## config.mk

```make
export PLATFORM = sky130hd
export DESIGN_NAME = oc_dispatch_sched
export DESIGN_NICKNAME = d
export VERILOG_FILES = /design/src/rtl/sched_pkg.sv /design/src/rtl/oc_dispatch_sched_rr_arbiter.sv /design/src/rtl/oc_dispatch_sched.sv
export SDC_FILE = /design/constraint.sdc
export NUM_CORES = 1
export LEC_CHECK = 0
export CAP_MARGIN = 20
export CORE_ASPECT_RATIO = 1.25
export CORE_UTILIZATION = 52
export DETAILED_ROUTE_END_ITERATION = 6
export PLACE_DENSITY_LB_ADDON = 0.05
export SYNTH_ARGS = -nofsm -noshare
export SYNTH_HDL_FRONTEND = slang
export SYNTH_SLANG_ARGS = --single-unit
```

## constraint.sdc

```tcl
create_clock -name clk -period 3.15 [get_ports clk]
set_input_delay 0.63 -clock clk [delete_from_list [all_inputs] [get_ports clk]]
set_output_delay 0.63 -clock clk [all_outputs]
set_load 0.02 [all_outputs]
```

## src/rtl/sched_pkg.sv

```systemverilog
// Shared definitions for the operand-collector dispatch scheduler.
//   oc_idx_w : index width for a given collector count (at least 1 bit)
//   grant_vec_t : grant vector wide enough for the largest supported N_OC
//   rr_next  : round-robin pointer update (one past the winner, explicit wrap)
package sched_pkg;

  localparam int MAX_OC = 16;

  typedef logic [MAX_OC-1:0] grant_vec_t;

  function automatic int oc_idx_w(input int n);
    return (n <= 2) ? 1 : $clog2(n);
  endfunction

  // Holds the pointer when nothing was granted; wraps without relying on
  // power-of-2 overflow so that odd collector counts stay in range.
  function automatic int rr_next(input int ptr, input int k, input bit vld, input int n);
    if (!vld) return ptr;
    return (k + 1 >= n) ? 0 : k + 1;
  endfunction

endpackage

```

## src/rtl/oc_dispatch_sched_rr_arbiter.sv

```systemverilog
// Combinational round-robin pick: the lowest requesting index at or after ptr
// wins, wrapping N-1 -> 0.
//   req     : request vector
//   ptr     : priority start index (always < N)
//   gnt     : one-hot winner, zero when no request
//   gnt_idx : binary index of the winner (0 when none)
//   vld     : at least one request present
module rr_arbiter #(
  parameter int N = 4,
  parameter int W = 2
) (
  input  logic [N-1:0] req,
  input  logic [W-1:0] ptr,
  output logic [N-1:0] gnt,
  output logic [W-1:0] gnt_idx,
  output logic         vld
);

  int  idx;
  logic found;

  always_comb begin
    gnt     = '0;
    gnt_idx = '0;
    found   = 1'b0;
    idx     = 0;
    for (int off = 0; off < N; off++) begin
      idx = int'(ptr) + off;
      if (idx >= N) idx = idx - N;
      if (!found && req[idx]) begin
        found        = 1'b1;
        gnt[idx]     = 1'b1;
        gnt_idx      = W'(idx);
      end
    end
  end

  assign vld = |req;

endmodule

```

## src/rtl/oc_dispatch_sched.sv

```systemverilog
// Dispatch scheduler: arbitrates N_OC operand collectors onto one ALU and one
// MEM issue slot per cycle with independent round-robin pointers.
// Optional feature macro: SCHED_PERF_CNT_EN adds saturating perf counters
// (alu_issue_cnt, mem_issue_cnt, wb_stall_cnt).
// Ports:
//   clk, rst              : clock, async active-low reset
//   rdy_oc                : collector holds a ready instruction
//   reg_write_oc          : instruction writes the RF
//   mem_read_oc/write_oc  : instruction is a load/store
//   regwrite_last_mem     : MEM last stage owns the RF write port this cycle
//   mem_rdy               : MEM pipe accepts an issue this cycle
//   alu_grt, mem_grt      : registered one-hot grants
//   alu_rr_ptr/mem_rr_ptr : current priority indices
module oc_dispatch_sched import sched_pkg::*; #(
  parameter int N_OC  = 4,
  parameter int CNT_W = 32,
  localparam int IDX_W = oc_idx_w(N_OC)
) (
  input  logic              clk,
  input  logic              rst,
  input  logic [N_OC-1:0]   rdy_oc,
  input  logic [N_OC-1:0]   reg_write_oc,
  input  logic [N_OC-1:0]   mem_read_oc,
  input  logic [N_OC-1:0]   mem_write_oc,
  input  logic              regwrite_last_mem,
  input  logic              mem_rdy,
`ifdef SCHED_PERF_CNT_EN
  output logic [CNT_W-1:0]  alu_issue_cnt,
  output logic [CNT_W-1:0]  mem_issue_cnt,
  output logic [CNT_W-1:0]  wb_stall_cnt,
`endif
  output logic [N_OC-1:0]   alu_grt,
  output logic [N_OC-1:0]   mem_grt,
  output logic [IDX_W-1:0]  alu_rr_ptr,
  output logic [IDX_W-1:0]  mem_rr_ptr
);

  logic [N_OC-1:0]  alu_grt_q, mem_grt_q;
  logic [IDX_W-1:0] alu_ptr_q, mem_ptr_q;
  logic [IDX_W-1:0] alu_ptr_d, mem_ptr_d;

  logic [N_OC-1:0]  is_mem, pend, alu_req, mem_req, alu_pre_wb;
  logic [N_OC-1:0]  alu_gnt, mem_gnt;
  logic [IDX_W-1:0] alu_idx, mem_idx;
  logic             alu_vld, mem_vld, mem_fire;

  always_comb begin
    is_mem     = mem_read_oc | mem_write_oc;
    // Last cycle's grantees may still show rdy while they react to the grant.
    pend       = alu_grt_q | mem_grt_q;
    mem_req    = rdy_oc & is_mem & ~pend;
    alu_pre_wb = rdy_oc & ~is_mem & ~pend;
    alu_req    = alu_pre_wb & ~(reg_write_oc & {N_OC{regwrite_last_mem}});
  end

  rr_arbiter #(.N(N_OC), .W(IDX_W)) u_alu_arb (
    .req     (alu_req),
    .ptr     (alu_ptr_q),
    .gnt     (alu_gnt),
    .gnt_idx (alu_idx),
    .vld     (alu_vld)
  );

  rr_arbiter #(.N(N_OC), .W(IDX_W)) u_mem_arb (
    .req     (mem_req),
    .ptr     (mem_ptr_q),
    .gnt     (mem_gnt),
    .gnt_idx (mem_idx),
    .vld     (mem_vld)
  );

  assign mem_fire  = mem_vld & mem_rdy;
  assign alu_ptr_d = IDX_W'(rr_next(int'(alu_ptr_q), int'(alu_idx), alu_vld, N_OC));
  assign mem_ptr_d = IDX_W'(rr_next(int'(mem_ptr_q), int'(mem_idx), mem_fire, N_OC));

  always_ff @(posedge clk or negedge rst) begin
    if (!rst) begin
      alu_grt_q <= '0;
      mem_grt_q <= '0;
      alu_ptr_q <= '0;
      mem_ptr_q <= '0;
    end else begin
      alu_grt_q <= alu_gnt;
      mem_grt_q <= mem_fire ? mem_gnt : '0;
      alu_ptr_q <= alu_ptr_d;
      mem_ptr_q <= mem_ptr_d;
    end
  end

`ifdef SCHED_PERF_CNT_EN
  logic [CNT_W-1:0] alu_cnt_q, mem_cnt_q, wb_cnt_q;
  logic             wb_stall;

  // A request blocked only by the write-port conflict: otherwise eligible.
  assign wb_stall = regwrite_last_mem & |(alu_pre_wb & reg_write_oc);

  always_ff @(posedge clk or negedge rst) begin
    if (!rst) begin
      alu_cnt_q <= '0;
      mem_cnt_q <= '0;
      wb_cnt_q  <= '0;
    end else begin
      if (alu_vld  && alu_cnt_q != '1) alu_cnt_q <= alu_cnt_q + 1'b1;
      if (mem_fire && mem_cnt_q != '1) mem_cnt_q <= mem_cnt_q + 1'b1;
      if (wb_stall && wb_cnt_q  != '1) wb_cnt_q  <= wb_cnt_q + 1'b1;
    end
  end

  assign alu_issue_cnt = alu_cnt_q;
  assign mem_issue_cnt = mem_cnt_q;
  assign wb_stall_cnt  = wb_cnt_q;
`endif

  assign alu_grt    = alu_grt_q;
  assign mem_grt    = mem_grt_q;
  assign alu_rr_ptr = alu_ptr_q;
  assign mem_rr_ptr = mem_ptr_q;

endmodule

```

==> results.txt <==
----------------------------------------------------
[Setup path]
  Arrival time worst endpoint ... 3.08 ns
  Reg-to-reg endpoint ... mem_rr_ptr[1]$_DFFE_PN0P_
  Number of cells on the worst reg-to-reg path ... 9
  Capturing instance or port of the critical path ... alu_rr_ptr[1]$_DFFE_PN0P_
  Startpoint-to-endpoint class of the critical path ... in -> reg
  Type of destination of the critical path ... flop
  Register-to-register setup slack ... 0.59 ns
  Top fanout value on the critical path ... 9
  Startpoint types ... primary input
  CP startpoint ... rdy_oc[3]
  CP Data Required Time ... 3.34 ns
  Startpoint of the most critical register-to-register path ... mem_rr_ptr[0]$_DFFE_PN0P_
  Critical path cell sequence ... clkdlybuf4s50_1 > nor3b_4 > nand2_1 > o211ai_1 > o31a_1 > o21ai_0 > a221oi_1 > mux2i_1
  Critical-path cell with the highest stage delay ... sky130_fd_sc_hd__a221oi_1
  Slowest Stage Delay on Critical Path ... 0.49 ns

[Clock network]
  Post-CTS Setup Bufs ... 0
  Clock transition at path regs ... 0.08 ns
  Total clock sinks ... 12
  Clock latency at the later pin of the worst-skew pair ... 0.28 ns
  Cts hold-fix bufs ... 0
  Cts bufs inserted ... 3
  Root Driver ... sky130_fd_sc_hd__clkbuf_4
  CTS tree ... built
  Gates resized, CTS repair ... 0
  CTS HTree Levels ... 1
  Max Root-Sink Buffers ... 2

[STA]
  Final critical path time including I/O delays and setup ... 2.89 ns
  Final period utilization ... 0.918
  Clock Skews ... 0.00385 ns
  Relative slew slack ... 0.632
  Setup repair after global routing missed its margin ... false
  Fin. max-slew vios ... 0
  Number of setup violations in the final report ... 0
  TNS Setup ... 0 ns
  Slew @ Worst Pin ... 0.551 ns
  Final Hold Violating Endpoints ... 0
  Highest attainable clock frequency ... 346 MHz

[Power and ir drop]
  Clock power frac ... 0.066
  Net Switching ... 0.000981 W
  Sw frac ... 0.513
  Highest ir drop seen on vdd ... 692 uV
  Share of total power in sequential cells ... 0.142
  Power Internal ... 0.000931 W
  Overall power consumption ... 0.00191 W
  Leakage power ... 0.882 nW
  Relative contribution of combinational cells to total power ... 0.792
  Power density of the placed cells ... 899 nW/um^2

[Cells and area]
  Total area of sequential cells ... 300 sq um
  Top library cells by usage in the layout, fill and taps aside ... sky130_fd_sc_hd__clkdlybuf4s50_1 (31), sky130_fd_sc_hd__buf_4 (18), sky130_fd_sc_hd__nor2_1 (16), sky130_fd_sc_hd__ha_1 (16), sky130_fd_sc_hd__nand3_1 (14)
  Fraction of final layout cells with drive strength greater than 1 ... 0.188
  Most common cell after layout, fill and taps aside ... sky130_fd_sc_hd__clkdlybuf4s50_1
  Diodes inserted ... 0
  Signed area change from the synthesized netlist to the final layout ... 30.6%
  Combined area of the multi-input logic cells ... 1280 sq um
  Fillcell total ... 249
  Number of nets in the layout ... 266

[Routing]
  Remaining design rule violation count ... 0
  Mean number of vias per cell ... 6.77
  Initial DRC Count ... 106
  Average detailed-routed wire length per instance ... 18.5 um
  Total number of vias ... 1794
  Iteration count of the initial detailed-routing pass ... 7
  Antenna violation net count after detailed routing ... 0
  Wirelength, routed ... 4900 um

[Synthesis]
  Post-synth design cell area ... 1630 sq um
  Synthesized netlist net count ... 218
  Post-synth EDFFs ... 0
  Flip-flop and latch count after synthesis ... 12
  Share of the yosys chip area belonging to registers ... 0.184
  Leading register cell type out of synthesis ... sky130_fd_sc_hd__dfrtp_1
  Yosys synthesis warning count ... 0
  Cell count after synthesis ... 182
  Unique cell type count in the Yosys netlist ... 61
  FFs w/ async S/R, synth ... 1.00
  Per-instance average area after synthesis ... 8.95 sq um

[GRT]
  Global-route wire length before repair ... 7660 um
  Via count of the first global-routing pass ... 1668
  Gr usage total ... 0.303
  Pin count of the biggest net entering global routing ... 20
  Total grt overflow ... 0
  Number of antenna violations at the first check in global routing ... 0

[Floorplan]
  Die X-Extent ... 52.1 um
  I/O pin total ... 32
  Row count ... 22
  Starting utilization of the core area ... 0.548
  Die height ... 64.6 um
  Full die area ... 3360 sq um
  Core Footprint ... 2970 sq um

[Placement]
  HPWL after DPL ... 3840 um
  Routability-driven placement congestion ratio ... 0.885
  Number of port buffers ... 31

[Status]
  Outcome ... completed

[Hold path]
  Kind of path behind the tightest hold check ... in -> async

[Run]
  Maximum capacitance violations ... 0

----------------------------------------------------
==> per-stage QoR <==
stage | cell area [sq um] | instances | hold WS [ns] | worst slack (ns) | util
floorplan | 1630 | 182 | 0.334 | 0.262 | -
CTS | 2130 | 265 | 0.713 | 0.308 | 0.715
finish | 2130 | 265 | 0.701 | 0.260 | 0.715
detailed placement | 2090 | 261 | 0.737 | 0.0108 | 0.703
global route | 2130 | 265 | 0.733 | 0.145 | 0.715
global placement | 2090 | 261 | 0.727 | 0.0714 | 0.703
==> worst min path at each step <==
stage                                    from                   endpoint  slack, ns  cells past startpoint
finish                                    rst       mem_grt[2]$_DFF_PN0_       0.70                      1
global route                              rst       mem_grt[2]$_DFF_PN0_       0.73                      1
CTS                                       rst       mem_grt[2]$_DFF_PN0_       0.71                      1
detailed placement  mem_rr_ptr[1]$_DFFE_PN0P_  mem_rr_ptr[1]$_DFFE_PN0P_       0.74                      2
global placement    mem_rr_ptr[1]$_DFFE_PN0P_  mem_rr_ptr[1]$_DFFE_PN0P_       0.73                      2
floorplan                                 rst       alu_grt[0]$_DFF_PN0_       0.33                      0
==> power groups by stage <==
stage | sequential [W] | clock (W) | combinational (W)
2_1_floorplan | 0.000349 | 0 | 0.000930
3_3_place_gp | 0.000269 | 0 | 0.00143
3_5_place_dp | 0.000274 | 0 | 0.00148
4_1_cts | 0.000271 | 0.000126 | 0.00149
5_1_grt | 0.000278 | 0.000134 | 0.00162
6_report | 0.000272 | 0.000126 | 0.00151
==> cells by family (layout without fill, tap and decap cells) <==
family          count (synthesis)  after routing  share of synthesized area
mux                             6              6                     0.0676
compound gates                 70             70                      0.366
buf+inv                        12             59                     0.0315
fa+ha+maj                      16             16                      0.123
simple gates                   66             66                      0.228
flops                          12             12                      0.184
==> flip-flops by register name, indices dropped and copies added, names as in the netlist <==
| register | cells |
|---|---|
| alu_grt | 4 |
| mem_grt | 4 |
| mem_rr_ptr | 2 |
| alu_rr_ptr | 2 |
==> layer usage <==
metal / track usage / wire (um)
met4: 0.132 / 174
met2: 0.556 / 2640
met5: 0 / 0
met1: 0.335 / 1870
met3: 0.0376 / 219
==> layout make-up <==
class                      count  share of cell area
inverter                       6              0.0106
multi-input combinational    158               0.601
clock buffer                   4              0.0171
sequential                    12               0.141
tap                           36              0.0212
timing repair buffer          49               0.209
==> Yosys cell counts, drive strengths merged, types with 2 or more instances <==
library cell | instances | share of area
buf | 4 | 0.013
nor2 | 18 | 0.045
clkbuf | 2 | 0.0046
dfrtp | 12 | 0.18
and2 | 4 | 0.018
a31oi | 3 | 0.012
mux2i | 2 | 0.012
nand3 | 14 | 0.043
a21o | 2 | 0.0092
or3b | 2 | 0.012
inv | 5 | 0.012
or2 | 3 | 0.013
o21ai | 8 | 0.027
nor3b | 4 | 0.035
a22oi | 4 | 0.018
and3 | 2 | 0.0077
a221o | 5 | 0.031
o2111ai | 3 | 0.016
a211oi | 7 | 0.032
o41ai | 2 | 0.015
o211ai | 3 | 0.014
a221oi | 2 | 0.022
nor3 | 3 | 0.0092
o2111a | 2 | 0.014
a311oi | 2 | 0.011
a21oi | 8 | 0.027
mux4 | 4 | 0.055
a222oi | 4 | 0.025
o21a | 2 | 0.0092
nand2 | 12 | 0.029
ha | 16 | 0.12
o211a | 2 | 0.012
==> worst max-delay path, delay by kind of cell <==
kind,cells,cell delay (ns)
multiplexers,1,0.29
buffers and inverters,1,0.48
AO/OA/AOI/OAI,4,1.03
AND/OR/NAND/NOR,2,0.64
No activity file was read; power rests on OpenSTA's default activity.
